[src/rtl/pwm_i2c_reg_ctrl_pkg.sv]
// Shared constants for the I2C-to-register-file byte sequencer:
// FSM state encodings, pointer soft-reset value and default sizing.
package pwm_i2c_pkg;

    localparam logic [2:0] ST_IDLE    = 3'd0;
    localparam logic [2:0] ST_W_PTR   = 3'd1;
    localparam logic [2:0] ST_W_HI    = 3'd2;
    localparam logic [2:0] ST_W_LO    = 3'd3;
    localparam logic [2:0] ST_R_FETCH = 3'd4;
    localparam logic [2:0] ST_R_HI    = 3'd5;
    localparam logic [2:0] ST_R_LO    = 3'd6;

    localparam logic [7:0]  PTR_SOFT_RST = 8'd255;
    localparam int unsigned MAX_ADDR_DEF = 41;
    localparam int unsigned WIDTH_DEF    = 16;

endpackage

[src/rtl/pwm_i2c_reg_ctrl_if.sv]
// Byte-level handshake between the I2C slave engine (master modport)
// and the register sequencer (slave modport).
interface pwm_i2c_reg_ctrl_if;

    logic       start_i;
    logic       rw_i;
    logic       stop_i;
    logic       rx_valid_i;
    logic [7:0] rx_byte_i;
    logic       tx_ack_i;
    logic [7:0] tx_byte_o;

    modport master (
        output start_i, rw_i, stop_i, rx_valid_i, rx_byte_i, tx_ack_i,
        input  tx_byte_o
    );

    modport slave (
        input  start_i, rw_i, stop_i, rx_valid_i, rx_byte_i, tx_ack_i,
        output tx_byte_o
    );

endinterface

[src/rtl/pwm_i2c_reg_ctrl.sv]
// Turns an I2C byte stream (pointer, then MSB-first 16-bit words) into
// single-cycle register-file strobes, and streams register reads back out.
module pwm_i2c_reg_ctrl
    import pwm_i2c_pkg::*;
#(
    parameter int unsigned WIDTH    = WIDTH_DEF,
    parameter int unsigned MAX_ADDR = MAX_ADDR_DEF
) (
    input  logic                 clk_i,
    input  logic                 rst_n_i,
    pwm_i2c_reg_ctrl_if.slave    i2c,
    output logic                 wr_en_o,
    output logic                 rd_en_o,
    output logic [7:0]           addr_o,
    output logic [WIDTH-1:0]     wr_data_o,
    input  logic [WIDTH-1:0]     rd_data_i,
    output logic                 busy_o
);

    localparam logic [7:0] MAX_PTR = 8'(MAX_ADDR);

    logic [2:0]       state_q,   state_d;
    logic [7:0]       ptr_q,     ptr_d;
    logic [7:0]       hi_buf_q,  hi_buf_d;
    logic [7:0]       rd_buf_q,  rd_buf_d;
    logic [7:0]       tx_byte_q, tx_byte_d;
    logic             wr_en_q,   wr_en_d;
    logic [WIDTH-1:0] wr_data_q, wr_data_d;

    function automatic logic [7:0] ptr_next(input logic [7:0] p);
        if (p == MAX_PTR || p == PTR_SOFT_RST) begin
            return '0;
        end
        return p + 8'd1;
    endfunction

    always_comb begin
        state_d   = state_q;
        ptr_d     = ptr_q;
        hi_buf_d  = hi_buf_q;
        rd_buf_d  = rd_buf_q;
        tx_byte_d = tx_byte_q;
        wr_en_d   = 1'b0;
        wr_data_d = wr_data_q;

        // The pointer steps after the write strobe so addr_o shows the old pointer during it.
        if (wr_en_q) begin
            ptr_d = ptr_next(ptr_q);
        end

        if (i2c.start_i) begin
            state_d = i2c.rw_i ? ST_R_FETCH : ST_W_PTR;
        end else if (i2c.stop_i) begin
            state_d = ST_IDLE;
        end else begin
            case (state_q)
                ST_IDLE: state_d = ST_IDLE;
                ST_W_PTR: begin
                    if (i2c.rx_valid_i) begin
                        ptr_d   = i2c.rx_byte_i;
                        state_d = ST_W_HI;
                    end
                end
                ST_W_HI: begin
                    if (i2c.rx_valid_i) begin
                        hi_buf_d = i2c.rx_byte_i;
                        state_d  = ST_W_LO;
                    end
                end
                ST_W_LO: begin
                    if (i2c.rx_valid_i) begin
                        wr_en_d   = 1'b1;
                        wr_data_d = {hi_buf_q, i2c.rx_byte_i};
                        state_d   = ST_W_HI;
                    end
                end
                ST_R_FETCH: begin
                    rd_buf_d  = rd_data_i[7:0];
                    tx_byte_d = rd_data_i[WIDTH-1 -: 8];
                    state_d   = ST_R_HI;
                end
                ST_R_HI: begin
                    if (i2c.tx_ack_i) begin
                        tx_byte_d = rd_buf_q;
                        state_d   = ST_R_LO;
                    end
                end
                ST_R_LO: begin
                    if (i2c.tx_ack_i) begin
                        ptr_d   = ptr_next(ptr_q);
                        state_d = ST_R_FETCH;
                    end
                end
                default: state_d = ST_IDLE;
            endcase
        end
    end

    always_ff @(posedge clk_i or negedge rst_n_i) begin
        if (!rst_n_i) begin
            state_q   <= ST_IDLE;
            ptr_q     <= '0;
            hi_buf_q  <= '0;
            rd_buf_q  <= '0;
            tx_byte_q <= '0;
            wr_en_q   <= 1'b0;
            wr_data_q <= '0;
        end else begin
            state_q   <= state_d;
            ptr_q     <= ptr_d;
            hi_buf_q  <= hi_buf_d;
            rd_buf_q  <= rd_buf_d;
            tx_byte_q <= tx_byte_d;
            wr_en_q   <= wr_en_d;
            wr_data_q <= wr_data_d;
        end
    end

    assign i2c.tx_byte_o = tx_byte_q;
    assign wr_en_o       = wr_en_q;
    assign rd_en_o       = (state_q == ST_R_FETCH);
    assign addr_o        = ptr_q;
    assign wr_data_o     = wr_data_q;
    assign busy_o        = (state_q != ST_IDLE);

endmodule

[src/flat_wrapper.sv]
// flat-port wrapper written by rule: the top's interface ports become plain ports
module pwm_i2c_reg_ctrl_flat import pwm_i2c_pkg::*;
#(
    parameter int unsigned WIDTH    = WIDTH_DEF,
    parameter int unsigned MAX_ADDR = MAX_ADDR_DEF
)
  (clk_i, rst_n_i, wr_en_o, rd_en_o, addr_o, wr_data_o, rd_data_i, busy_o, i2c_start_i, i2c_rw_i, i2c_stop_i, i2c_rx_valid_i, i2c_rx_byte_i, i2c_tx_ack_i, i2c_tx_byte_o);
  pwm_i2c_reg_ctrl_if i2c_i ();
  input  logic clk_i;
  input  logic rst_n_i;
  output logic wr_en_o;
  output logic rd_en_o;
  output logic [7:0] addr_o;
  output logic [WIDTH-1:0] wr_data_o;
  input  logic [WIDTH-1:0] rd_data_i;
  output logic busy_o;
  input wire logic [$bits(i2c_i.start_i)-1:0] i2c_start_i;
  input wire logic [$bits(i2c_i.rw_i)-1:0] i2c_rw_i;
  input wire logic [$bits(i2c_i.stop_i)-1:0] i2c_stop_i;
  input wire logic [$bits(i2c_i.rx_valid_i)-1:0] i2c_rx_valid_i;
  input wire logic [$bits(i2c_i.rx_byte_i)-1:0] i2c_rx_byte_i;
  input wire logic [$bits(i2c_i.tx_ack_i)-1:0] i2c_tx_ack_i;
  output wire logic [$bits(i2c_i.tx_byte_o)-1:0] i2c_tx_byte_o;
  assign i2c_i.start_i = i2c_start_i;
  assign i2c_i.rw_i = i2c_rw_i;
  assign i2c_i.stop_i = i2c_stop_i;
  assign i2c_i.rx_valid_i = i2c_rx_valid_i;
  assign i2c_i.rx_byte_i = i2c_rx_byte_i;
  assign i2c_i.tx_ack_i = i2c_tx_ack_i;
  assign i2c_tx_byte_o = i2c_i.tx_byte_o;
  pwm_i2c_reg_ctrl #(.WIDTH(WIDTH), .MAX_ADDR(MAX_ADDR)) u_core (.clk_i(clk_i), .rst_n_i(rst_n_i), .i2c(i2c_i), .wr_en_o(wr_en_o), .rd_en_o(rd_en_o), .addr_o(addr_o), .wr_data_o(wr_data_o), .rd_data_i(rd_data_i), .busy_o(busy_o));
endmodule
[config.mk]
export PLATFORM = sky130hd
export DESIGN_NAME = pwm_i2c_reg_ctrl_flat
export DESIGN_NICKNAME = d
export VERILOG_FILES = /design/src/rtl/pwm_i2c_reg_ctrl_pkg.sv /design/src/rtl/pwm_i2c_reg_ctrl_if.sv /design/src/rtl/pwm_i2c_reg_ctrl.sv /design/src/flat_wrapper.sv
export SDC_FILE = /design/constraint.sdc
export NUM_CORES = 1
export LEC_CHECK = 0
export CAP_MARGIN = 10
export CORE_UTILIZATION = 50
export CTS_CLUSTER_SIZE = 40
export DETAILED_ROUTE_END_ITERATION = 8
export PLACE_DENSITY = 0.8
export SETUP_SLACK_MARGIN = 0.3
export SLEW_MARGIN = 20
export SYNTH_ARGS = -nofsm -noshare
export SYNTH_HDL_FRONTEND = slang
export SYNTH_SLANG_ARGS = --single-unit
[constraint.sdc]
create_clock -name clk_i -period 2.4 [get_ports clk_i]
set_clock_uncertainty 0.1 [all_clocks]
set_input_delay 0.48 -clock clk_i [delete_from_list [all_inputs] [get_ports clk_i]]
set_output_delay 0.48 -clock clk_i [all_outputs]
set_load 0.01 [all_outputs]
==> run_results.csv, run 1 <==
group,metric,value,unit
critical_path,reg2reg_to,"u_core.addr_o[3]",
layout,nets,361,
timing,fmax,475,MHz
grt,grt_use_total,0.233,
cts,htreeDepth,2,
critical_path,r2r_slack,390,ps
layout,final_cell_mix,"62 x clkdlybuf4s50_1, 45 x dfrtp_1, 32 x mux2_2",
cts,clock_path_buffers,2,
grt,grt_max_degree,53,
yosys,synth_top_family_by_area,"simple AND/OR/NAND/NOR gates",
cts,holdBufCountCts,0,
grt,grt_pass1_vias,2252,
floorplanning,die_w,76.4,µm
yosys,yosys_warnings,0,
cts,insertion_delay,300,ps
timing,finalMaxSlewViolations,0,
route,drc,0,
yosys,syn_inst,259,
timing,rsz0062_at_grt,"yes",
power,p_leak,1.59,nW
power,pwr_density_cell,705,nW/µm²
yosys,synth_xor_area_frac,0.00949,
timing,setup_viol,0,
floorplanning,die_area,5840,µm²
yosys,synth_edf_count,0,
yosys,synth_adder_area_share,0.00904,
yosys,avgSynthCellArea,10.7,µm²
yosys,synth_compound_area_frac,0.127,
yosys,async_flop_share,1.00,
route,post_drt_wl_per_cell,16.6,µm
outcome,outcome,"complete, no violations",
cts,root_buffer,"clkbuf_8",
critical_path,endpoint_kind,"output pin",
layout,fillers,390,
worst_hold_path,hold_path_class,"input pin to async pin",
route,postRouteAntennaNets,0,
cts,cts_made_buffers,5,
critical_path,critPathRequiredTime,1820,ps
yosys,synth_mux_area_frac,0.170,
route,routed_via_density,5.83,
critical_path,crit_chain,"buf_4 > or3_1 > dlygate4sd2_1",
placed_design,dpl_worst_slack,76.9,ps
grt,antenna_found_initial,0,
route,num_vias,2321,
route,drtPass1Iterations,4,
timing,tightest_slew,652,ps
critical_path,critPathTopFamily,"buffers and inverters",
layout,drive_above_1_share,0.220,
critical_path,crit_path_max_incr_delay,440,ps
floorplanning,rows,26,
timing,post-route-period-util,0.878,
yosys,syn_nets,292,
critical_path,rr_worst_depth,8,
flow_run,cap_violations,0,
yosys,ys_ff_latch,52,
layout,layout_commonest_cell,"clkdlybuf4s50_1",
floorplanning,initial_core_util,0.532,
cts,clock-sinks,52,
floorplanning,die_h,76.4,µm
timing,slew_headroom,0.565,
yosys,seq_area_frac_synth,0.470,
timing,period_needed,2110,ps
timing,layout_setup_ws,293,ps
critical_path,worst_path_max_delay_cell,"dfrtp_2",
critical_path,reg2reg_from,"u_core.addr_o[1]",
critical_path,worst-path-max-fanout,5,
timing,setup_tns,0,ps
yosys,synthFlopType,"dfrtp_1",
critical_path,crit_type,"flop to output pin",
route,drt-total-wl,6610,µm
placed_design,gp_congestion,0.874,
placed_design,post-dp-hpwl,4610,µm
critical_path,cp-start-kind,"flop",
grt,grt_first_pass_wirelength,10900,µm
floorplanning,core_area,5200,µm²
critical_path,cp_num_buf_inv,2,
yosys,synth_cell_types,47,
route,drt_iter0_drc,214,
yosys,synth_area,2770,µm²
cts,clkTransAtPathRegs,90,ps
critical_path,arrival,1530,ps
placed_design,port_buffers,65,
power,ir_worst_vdd,402,µV
floorplanning,ios,66,
timing,hold_violations,0,
grt,gr-total-overflow,0,
cts,cts_tree,"yes",
layout,syn_to_final_growth,33.0,%
layout,diodes,0,
yosys,synthSimpleGateAreaFrac,0.172,
[cells by family (layout without fill, tap and decap cells)]
group	Yosys count	after routing
simple gates	81	81
compound gates	55	55
flops	52	52
mux	43	43
buf+inv	23	92
xor+xnor	3	3
fa+ha+maj	2	2
[how the worst max path moves through the flow]
stage / to / from / cells after the start / slack, ps
after global placement: u_core.wr_data_o[4] / i2c_start_i / 5 / 120
final: busy_o / u_core.state_q[1] / 3 / 290
after global routing: u_core.addr_o[1] / u_core.addr_o[1] / 7 / 240
after floorplan: u_core.wr_data_o[6] / i2c_stop_i / 5 / 500
after detailed placement: u_core.wr_data_o[8] / i2c_start_i / 5 / 80
after CTS: rd_en_o / u_core.state_q[1] / 3 / 250
[state kept, by name, indices dropped and copies added (netlist names)]
signal	flops
u_core.i2c.tx_byte_o	8
u_core.addr_o	8
u_core.rd_buf_q	8
u_core.wr_en_o	1
u_core.wr_data_o	16
u_core.hi_buf_q	8
u_core.state_q	3
[power breakdown]
part	switching, mW	leakage [nW]	internal [mW]
Combinational	0.311	0.871	0.402
Clock	0.276	0.0642	0.410
Sequential	0.172	0.653	1.03
[Yosys cell counts (3+ instances only)]
cell | n | area [µm²]
nand2b_1 | 3 | 18.8
o21ai_0 | 14 | 70.1
inv_1 | 6 | 22.5
o221ai_1 | 3 | 26.3
mux2i_1 | 11 | 110
buf_2 | 10 | 50.1
a21oi_1 | 14 | 70.1
nor3b_1 | 4 | 30.0
clkbuf_1 | 4 | 15.0
nand3_1 | 8 | 40.0
o31ai_1 | 3 | 22.5
and2_1 | 3 | 18.8
dfrtp_1 | 52 | 1300
nand2_1 | 20 | 75.1
nor2_1 | 17 | 63.8
nand4_1 | 4 | 25.0
o22ai_1 | 3 | 18.8
o211ai_1 | 5 | 37.5
nor4_1 | 5 | 31.3
mux2_2 | 32 | 360
[what timing repair did]
item	4_1_cts	5_1_grt
pin swaps	0	6
endpoints found under the setup margin	3	16
setup buffers	2	4
gates resized for setup	6	8
[routing by layer]
| layer | global-route usage | up-vias | share of wire |
|---|---|---|---|
| met4 | 0.0923 | 0 | 0.025 |
| li1 | - | 1080 | - |
| met1 | 0.310 | 1153 | 0.44 |
| met2 | 0.387 | 72 | 0.49 |
| met3 | 0.0299 | 16 | 0.044 |
| met5 | 0 | - | 0 |
[cell type report]
class / count / area, µm² / area share
clock inverters: 2 / 60.1 / 0.0163
repair buffers: 79 / 764 / 0.208
clock buffers: 5 / 68.8 / 0.0187
inverters: 6 / 22.5 / 0.00612
multi-input cells: 184 / 1370 / 0.372
flip-flops and latches: 52 / 1310 / 0.356
well taps: 70 / 87.6 / 0.0238
[per-stage QoR]
stage | cells | area, µm² | util | power (mW) | hold slack (ps)
5_1_grt | 398 | 3680 | 0.707 | 2.74 | 244
6_report | 398 | 3680 | 0.707 | 2.60 | 177
3_5_place_dp | 385 | 3480 | 0.669 | 1.91 | 387
4_1_cts | 394 | 3630 | 0.697 | 2.60 | 207
2_1_floorplan | 259 | 2770 | - | 1.57 | 84.4
3_3_place_gp | 385 | 3480 | 0.669 | 1.88 | 382
No activity file was read; power rests on OpenSTA's default activity.
==> run 2, diff against run 1 <==
- CORE_UTILIZATION: 50 -> 35
- PLACE_DENSITY: 0.8 -> default
- clock period: 2.4 -> 2.25 ns (I/O delays scaled with it)
==> run 2 against run 1 <==
Against the previous run:
- the run now ends with DRC left
- sequential cell count unchanged
- first-iteration DRC count fell by 9.3%
- core utilization is 20 points lower
- sequential share of layout area shrank 1.7 points
- via count grew 2.5%
- register-to-register slack barely moved
- non-clock buffer count rose by 19
- setup slack improved by 19 ps
- final cell count is 13% higher
- clock-buffer cell count stayed put
- power is 11% higher
- critical endpoint unchanged
==> run_results.csv, run 2 (synthesis results as in run 1) <==
group,metric,value,unit
outcome,outcome,"finished, violations left",
outcome,failed_checks,"DRC",
grt,antenna_found_initial,0,
route,drt_iter0_drc,194,
timing,post-route-period-util,0.861,
placed_design,post-dp-hpwl,4830,µm
power,ir_worst_vdd,324,µV
floorplanning,initial_core_util,0.360,
grt,grt_max_degree,53,
route,routed_via_density,5.28,
power,p_leak,1.66,nW
cts,clock-sinks,52,
power,pwr_density_cell,741,nW/µm²
placed_design,gp_congestion,0.810,
layout,utilization,0.504,
cts,clkTransAtPathRegs,110,ps
floorplanning,rows,32,
grt,gr-total-overflow,0,
route,postRouteAntennaNets,0,
worst_hold_path,hold_path_class,"input pin to async pin",
timing,hold_violations,0,
timing,slew_headroom,0.556,
critical_path,worst-path-max-fanout,5,
grt,grt_use_total,0.172,
cts,cts_tree,"yes",
timing,rsz0062_at_grt,"yes",
critical_path,critPathRequiredTime,1700,ps
route,drt-total-wl,6990,µm
layout,diodes,0,
floorplanning,core_area,7690,µm²
layout,drive_above_1_share,0.282,
floorplanning,die_w,90.9,µm
timing,setup_tns,0,ps
critical_path,arrival,1390,ps
floorplanning,die_area,8270,µm²
grt,grt_first_pass_wirelength,11300,µm
layout,layout_commonest_cell,"clkdlybuf4s50_1",
layout,nets,380,
critical_path,crit_type,"flop to output pin",
floorplanning,ios,66,
placed_design,port_buffers,65,
critical_path,cp-start-kind,"flop",
layout,final_cell_mix,"62 x clkdlybuf4s50_1, 44 x dfrtp_1, 32 x mux2_2, 32 x buf_4, 20 x nand2_1",
cts,htreeDepth,2,
layout,fillers,717,
layout,largest_reg_flops,16,
route,post_drt_wl_per_cell,15.5,µm
timing,layout_setup_ws,313,ps
timing,setup_viol,0,
timing,period_needed,1940,ps
timing,timing.hold.ws,133,ps
layout,multi_input_area,1390,µm²
cts,root_buffer,"clkbuf_8",
route,num_vias,2378,
grt,grt_pass1_vias,2271,
timing,finalMaxSlewViolations,0,
layout,syn_to_final_growth,39.9,%
cts,cts_made_buffers,5,
critical_path,endpoint_kind,"output pin",
route,drc,1,
flow_run,cap_violations,0,
placed_design,dpl_worst_slack,12.6,ps
cts,insertion_delay,310,ps
route,drtPass1Iterations,6,
layout,register_area,1310,µm²
cts,clock_path_buffers,2,
power,p_total,2.87,mW
timing,tightest_slew,666,ps
floorplanning,die_h,90.9,µm
timing,fmax,516,MHz
run 2: cell count changes in the layout (fill, tap and decap cells not counted), sizes merged:
| cell | delta |
|---|---|
| buf | +19 |
| inv | +2 |
| bufinv | -1 |
| clkbuf | +1 |
| dlymetal6s2s | -1 |
run 2: cell type report:
type,instances,area share
Multi-Input combinational cell,184,0.360
Sequential cell,52,0.339
Timing Repair Buffer,98,0.232
Tap cell,102,0.0330
Clock buffer,5,0.0178
Clock inverter,3,0.0129
Inverter,6,0.00582
run 2: power breakdown:
part | internal, mW | switching, mW
combinational | 0.526 | 0.382
sequential | 1.10 | 0.170
clock | 0.344 | 0.351
total | 1.97 | 0.903
run 2: timing repair:
item | CTS | global route
pin swaps | 1 | 8
buffers inserted | 3 | 11
resized for setup | 9 | 13
hold buffers | 0 | 0
endpoints found under the setup margin | 11 | 13
run 2: per-stage QoR:
stage | std cells | cell area, µm²
after detailed placement | 428 | 3600
after global placement | 428 | 3600
final | 450 | 3870
after CTS | 439 | 3750
after floorplan | 259 | 2770
after global routing | 450 | 3870
run 2: path summary, 6_finish.rpt:
check	end	from	cells past startpoint	slack [ps]
min in group clk_i	u_core.rd_buf_q[6]	u_core.rd_buf_q[6]	1	410
max in group asynchronous	u_core.addr_o[7]	rst_n_i	2	1420
max	busy_o	u_core.state_q[0]	3	310
max reg2reg	u_core.addr_o[3]	u_core.addr_o[1]	8	390
min	u_core.addr_o[1]	rst_n_i	2	130
min reg2reg	u_core.rd_buf_q[6]	u_core.rd_buf_q[6]	1	410
run 2: worst max-delay path, cell delays in order (launching register included):
cell and delay [ps]:
dfrtp_1 400, buf_4 160, or3_1 370, clkbuf_2 150
run 2: metal layers:
| metal | vias up | global-route usage | share of wire |
|---|---|---|---|
| met4 | 0 | 0.0437 | 0.0050 |
| met1 | 1199 | 0.237 | 0.48 |
| li1 | 1125 | - | - |
| met3 | 2 | 0.0302 | 0.036 |
| met5 | - | 0 | 0 |
| met2 | 52 | 0.278 | 0.48 |
